--- src/rtl/sb_bus_arbiter.sv ---
// Two-requester round-robin arbiter in front of an iCE40 SB_* hard-IP system-bus port.
// Each transaction is a registered strobe held until SBACKi or until the timeout expires.
module sb_bus_arbiter #(
  parameter int TIMEOUT = 16,
  parameter int CNT_W   = 8
) (
  input  logic       SBCLKi,
  input  logic       RST,
  input  logic       REQ0,
  input  logic       WR0,
  input  logic [7:0] ADR0,
  input  logic [7:0] WDAT0,
  output logic       ACK0,
  output logic       ERR0,
  input  logic       REQ1,
  input  logic       WR1,
  input  logic [7:0] ADR1,
  input  logic [7:0] WDAT1,
  output logic       ACK1,
  output logic       ERR1,
  output logic [7:0] RDAT,
  output logic       SBWRo,
  output logic       SBSTBo,
  output logic [7:0] SBADRo,
  output logic [7:0] SBDATo,
  input  logic       SBACKi,
  input  logic [7:0] SBDATi,
  output logic       BUSY,
  output logic [1:0] DBG_STATE
);

  // Requester handshake: REQx is a level held until a one-cycle ACKx or ERRx
  // pulse; the requester drops REQx the cycle after that pulse. Fields are
  // captured only on the grant edge.
  typedef enum logic [1:0] {
    S_IDLE    = 2'd0,
    S_STB     = 2'd1,
    S_RELEASE = 2'd2
  } state_t;

  localparam logic [CNT_W-1:0] TMO_LAST = CNT_W'(TIMEOUT - 1);

  state_t           r_state;
  logic             r_grant;
  logic             r_last_grant;
  logic [CNT_W-1:0] r_cnt;
  logic             w_any_req;
  logic             w_pick1;

  // On a tie the requester that was not served last wins.
  assign w_any_req = REQ0 | REQ1;
  assign w_pick1   = REQ1 & (~REQ0 | ~r_last_grant);
  assign DBG_STATE = r_state;

  always_ff @(posedge SBCLKi or posedge RST) begin
    if (RST) begin
      r_state      <= S_IDLE;
      r_grant      <= 1'b0;
      r_last_grant <= 1'b1;
      r_cnt        <= '0;
      SBSTBo       <= 1'b0;
      SBWRo        <= 1'b0;
      SBADRo       <= 8'h00;
      SBDATo       <= 8'h00;
      RDAT         <= 8'h00;
      ACK0         <= 1'b0;
      ACK1         <= 1'b0;
      ERR0         <= 1'b0;
      ERR1         <= 1'b0;
      BUSY         <= 1'b0;
    end else begin
      ACK0 <= 1'b0;
      ACK1 <= 1'b0;
      ERR0 <= 1'b0;
      ERR1 <= 1'b0;
      case (r_state)
        S_IDLE: begin
          if (w_any_req) begin
            r_grant <= w_pick1;
            SBWRo   <= w_pick1 ? WR1   : WR0;
            SBADRo  <= w_pick1 ? ADR1  : ADR0;
            SBDATo  <= w_pick1 ? WDAT1 : WDAT0;
            SBSTBo  <= 1'b1;
            r_cnt   <= '0;
            r_state <= S_STB;
            BUSY    <= 1'b1;
          end else begin
            BUSY <= 1'b0;
          end
        end
        S_STB: begin
          // An ACK arriving on the timeout edge still counts as success.
          if (SBACKi) begin
            SBSTBo       <= 1'b0;
            if (!SBWRo) RDAT <= SBDATi;
            ACK0         <= ~r_grant;
            ACK1         <= r_grant;
            r_last_grant <= r_grant;
            r_state      <= S_RELEASE;
          end else if (r_cnt == TMO_LAST) begin
            SBSTBo       <= 1'b0;
            ERR0         <= ~r_grant;
            ERR1         <= r_grant;
            r_last_grant <= r_grant;
            r_state      <= S_RELEASE;
          end else begin
            r_cnt <= r_cnt + CNT_W'(1);
          end
        end
        S_RELEASE: begin
          r_state <= S_IDLE;
          BUSY    <= 1'b0;
        end
        default: begin
          r_state <= S_IDLE;
          SBSTBo  <= 1'b0;
          BUSY    <= 1'b0;
        end
      endcase
    end
  end

endmodule

--- config.mk ---
export PLATFORM = sky130hd
export DESIGN_NAME = sb_bus_arbiter
export DESIGN_NICKNAME = d
export VERILOG_FILES = /design/src/rtl/sb_bus_arbiter.sv
export SDC_FILE = /design/constraint.sdc
export NUM_CORES = 1
export LEC_CHECK = 0
export ABC_AREA = 1
export BUFFER_PORTS_ARGS = -buffer_cell sky130_fd_sc_hd__buf_2
export CORE_ASPECT_RATIO = 0.7
export CORE_MARGIN = 2
export CORE_UTILIZATION = 30
export DETAILED_ROUTE_END_ITERATION = 7
export SYNTH_ARGS = -nofsm -noshare
export SYNTH_HDL_FRONTEND = slang
export SYNTH_SLANG_ARGS = --single-unit
--- constraint.sdc ---
create_clock -name SBCLKi -period 1.3 [get_ports SBCLKi]
set_clock_uncertainty 0.05 [all_clocks]
set_input_delay 0.065 -clock SBCLKi [delete_from_list [all_inputs] [get_ports SBCLKi]]
set_output_delay 0.065 -clock SBCLKi [all_outputs]
set_load 0.01 [all_outputs]
Word level (Yosys, flattened, before mapping)
Index checks and enable logic that the tools add are counted.

word-level totals
  register bits = 43
  output and inout bits = 33
  word-level logic and storage cells = 68

operators by class
  $add $sub $neg = 1
  equal/unequal tests = 7
  multiplexer cells = 29
  bitwise logic cells = 8
  reductions and logical operators = 9

operator list
  cell                 count
  $mux 8               5
  $mux 1               17
  $pmux 8 s2           1
  $add 8x1->8 const B  1
  $eq 8x4->1 const B   1
  $mux 2               3
  $ne 2x2->1 const B   3
  $reduce_and 2->1     3
  $reduce_and 3->1     2
  $not 1->1            5
  $pmux 2 s2           1
  $reduce_and 4->1     1
  $reduce_bool 2->1    2
  $ne 3x3->1 const B   1
  $pmux 1 s3           1
  $eq 2x1->1 const B   1
  $eq 2x2->1 const B   1
  $logic_not 2->1      1
  $or 1x1->1           2
  $pmux 1 s2           1
  $and 1x1->1          1

Depth between registers and ports, before layout
  depth after elaboration = 4
  mapped depth = 8
  gate-level depth less buffers = 8

Worst setup path after synthesis
Ideal clock, no wire load.

  path type = reg-to-reg
  start = register r_cnt[0]
  end = register r_cnt[2]
  setup time = 118 ps
  data arrival time = 1168 ps
  setup slack = -36 ps
  stages on the path, launching flop included = 9
  clock period less this slack = 1336 ps
  path through = dfrtp_1 > ha_1 > nand2_2 > nor2_4 > nand4_2 > nand2_4 > buf_12 > nand2_1 > o21ai_2

between the ends
  word-level cells in the longest chain between the ends = 4
  elaborated cells on any way between the ends = 7
  classes of those cells = 1 x add/sub; 2 x eq/ne; 3 x mux; 1 x reduce/logical

RTL lines
  what                      RTL line  source
  start: declaration        46        logic [CNT_W-1:0] r_cnt;
  start signal: assignment  107       r_cnt <= r_cnt + CNT_W'(1);
  $add 8x1->8               107
  $mux 8                    100       end else if (r_cnt == TMO_LAST) begin
  $mux 8                    93        if (SBACKi) begin
  $pmux 8 s2                76        case (r_state)

Several ways; a longest one is shown, not always the timed one. The select of a mux whose other input is x is not followed.
A chain may end at the register's enable or synchronous reset.

Worst setup path in the final report
Ends and elaborated chain as after synthesis.

==> results.toml <==
[run_status]
outcome = "complete, but fails checks"
violations = "hold timing, setup timing"

[die]
core_sq_um = 6630
start_util_pct = 30.6
dieArea_sq_um = 7450
boundaryPins = 80
die_x_um = 102
fp.dieH_um = 72.8
placementRows = 25

[synthesis]
syn_avg_cell_area_sq_um = 8.67
synthTopCellsByArea = "dfrtp_1, nand2_1, o21ai_0"
synth_seq_area_share_pct = 53.1
yosys_warnings = 0
yosys.area.top_type_share_pct = 51.8
syn_area_sq_um = 2030
yosysTopAreaCell = "dfrtp_1"
synthArstFlopShare_pct = 100
syn_inst = 234
ys_types = 27
synth_edf_count = 0
synth_seq_cells = 43
synth_nets = 282
synthTopCellsByCount = "nand2_1, dfrtp_1, nor2_1, o21ai_0, nand3_1"
synth.most_common_cell = "nand2_1"
synth_ff_type = "dfrtp_1"

[clocking]
htree_levels = 2
cts_made_buffers = 5
cts_sinks = 43
clock_latency_ns = 0.29
clockBufferDepth = 2
root_buffer = "clkbuf_8"
clk_pin_slew_ns = 0.09
cts_tree = "done"

[global_route]
grt.total_usage_pct = 15.7
grtUsageMet3_pct = 3.54
met1_usage_pct = 22.1
grt_pass1_vias = 1967
grt_max_degree = 22
grt_pass1_wl_um = 9140
antenna_found_initial = 0
grt.overflow.total = 0
busiest_layer = "met2"
grt_util_met2_pct = 24.6

[worst_setup_path]
path_class = "flip-flop to flip-flop"
crit_arrival_ns = 1.49
cp-end-kind = "flip-flop"
cp-start-kind = "flip-flop"
crit_fanout = 7
cp_data_required_time_ns = 1.43

[sta]
min_period_ns = 1.35
hold_slack_ns = -0.00117
setup_tns_ns = -0.283
fmax_ghz = 0.738
rsz0062_at_grt = "true"
finalHoldViolCount = 1
setup_viol = 8
slew_viol_final = 0
tightestPinTransition_ns = 0.288
setup_ws_ns = -0.0547
timing.final.crit_share_pct = 104
relSlewSlack_pct = 80.7

[route]
viasPerCell = 4.38
wl_um = 5680
drtAntennaViolNets = 0
drc = 0
dr.pass1.iters = 4
vias = 2001
drt-wirelength-per-cell_um = 12.4
drt-initial-drc-count = 73

[power]
sw_frac_of_total_pct = 39.7
p_leak_nw = 1.59
p_clk_share_pct = 17.2
pwr_density_cell_nw_per_um2 = 1890
combPwrFrac_pct = 46.0
p_seq_share_pct = 36.8
vdd_drop_max_mv = 0.664
p_sw_w = 0.00236
p_int_w = 0.00359

[finish]
synthToLayoutAreaGrowth_pct = 55.0
drive_gt1_share_pct = 40.8
fillCellCount = 650
final_util_pct = 47.4
antenna_cells = 0
instances_no_fill = 457
fin_nets = 411
design_area_sq_um = 3140

[place]
hpwl_um = 3590
post-place-cells = 418
placed_area_sq_um = 2640
port_buffers = 79
place_congestion = 0.839

[job]
drv_cap = 0

[min_path]
hp-class = "input pin to flip-flop"
sequential cells by signal, summed over array words and instances, names as in the netlist, 2 cells and up:
signal / flops
r_cnt: 8
RDAT: 8
DBG_STATE: 2
SBADRo: 8
SBDATo: 8
repair_timing:
| action | 4_1_cts | 5_1_grt |
|---|---|---|
| setup endpoints to repair | 27 | 33 |
| hold endpoints to repair | 65 | 0 |
| gates resized for setup | 5 | 18 |
| cloned | 1 | 1 |
| hold buffers | 23 | 0 |
| buffers inserted | 6 | 1 |
| pin swaps | 2 | 1 |
layout make-up:
type / instances / area (sq um) / area share, %
well taps: 94 / 118 / 3.74
repair inverters: 1 / 5.00 / 0.159
inverters: 15 / 63.8 / 2.03
clock inverters: 1 / 30.0 / 0.955
multi-input cells: 170 / 921 / 29.3
flip-flops and latches: 43 / 1080 / 34.3
repair buffers: 127 / 855 / 27.2
clock buffers: 6 / 72.6 / 2.31
power by group through the flow:
stage | combinational (W) | sequential, W | clock [W]
after detailed placement | 0.00234 | 0.00217 | 0
after CTS | 0.00261 | 0.00216 | 0.00106
final | 0.00274 | 0.00219 | 0.00103
after global routing | 0.00307 | 0.00225 | 0.00112
after global placement | 0.00231 | 0.00217 | 0
after floorplan | 0.00128 | 0.00239 | 0
cell families after synthesis:
logic type	count (synthesis)	synth area share [%]
simple gates	121	27.5
buf+inv	22	5.74
fa+ha+maj	1	0.617
compound gates	47	13.0
flops	43	53.1
routing by layer:
| metal | wire length, um | part of all wire (%) |
|---|---|---|
| met1 | 2740 | 48 |
| met2 | 2560 | 45 |
| met3 | 327 | 5.8 |
| met4 | 43 | 0.76 |
| met5 | 0 | 0 |
final timing paths:
path                                       from                    end  slack (ns)  cells past startpoint
max reg2reg                r_cnt[0]$_DFFE_PP0P_   r_cnt[2]$_DFFE_PP0P_       -0.05                      7
min in group asynchronous                   RST   r_cnt[6]$_DFFE_PP0P_        0.19                      3
max in group asynchronous                   RST      SBWRo$_DFFE_PP0P_        0.53                      4
min reg2reg                 RDAT[5]$_DFFE_PP0P_    RDAT[5]$_DFFE_PP0P_        0.42                      2
max                        r_cnt[0]$_DFFE_PP0P_   r_cnt[2]$_DFFE_PP0P_       -0.05                      7
min                                     ADR1[3]  SBADRo[3]$_DFFE_PP0P_      -0.001                      3
critical path, cell delays in order, from the launching register on:
cell and delay, ns:
dfrtp_1 0.41, ha_4 0.17, nand2_4 0.06, nor2_4 0.12
nand4_4 0.11, nand2_4 0.15, buf_4 0.13, o21ai_2 0.04
cells in the final DEF (no fill, tap or decap), types with 2 or more instances in the layout:
cell type	instances
dlygate4sd3_1	23
nand2_4	5
nor2_2	3
nand3b_1	2
o21bai_1	2
nor2_4	2
nor3_2	2
clkbuf_8	5
o21ai_0	25
o21ai_1	11
buf_4	21
nand2_2	6
dfrtp_1	41
o21ai_2	5
inv_1	8
buf_2	79
buf_12	3
nand2_1	58
inv_2	4
nand3_1	14
nor2_1	26
metrics by stage:
step	total power (W)	setup slack, ns
floorplan	0.00366	-0.0160
global placement	0.00448	-0.0410
detailed placement	0.00451	-0.0925
CTS	0.00583	-0.0394
global route	0.00644	-0.121
finish	0.00595	-0.0547
Power figures use the tool's default switching activity.
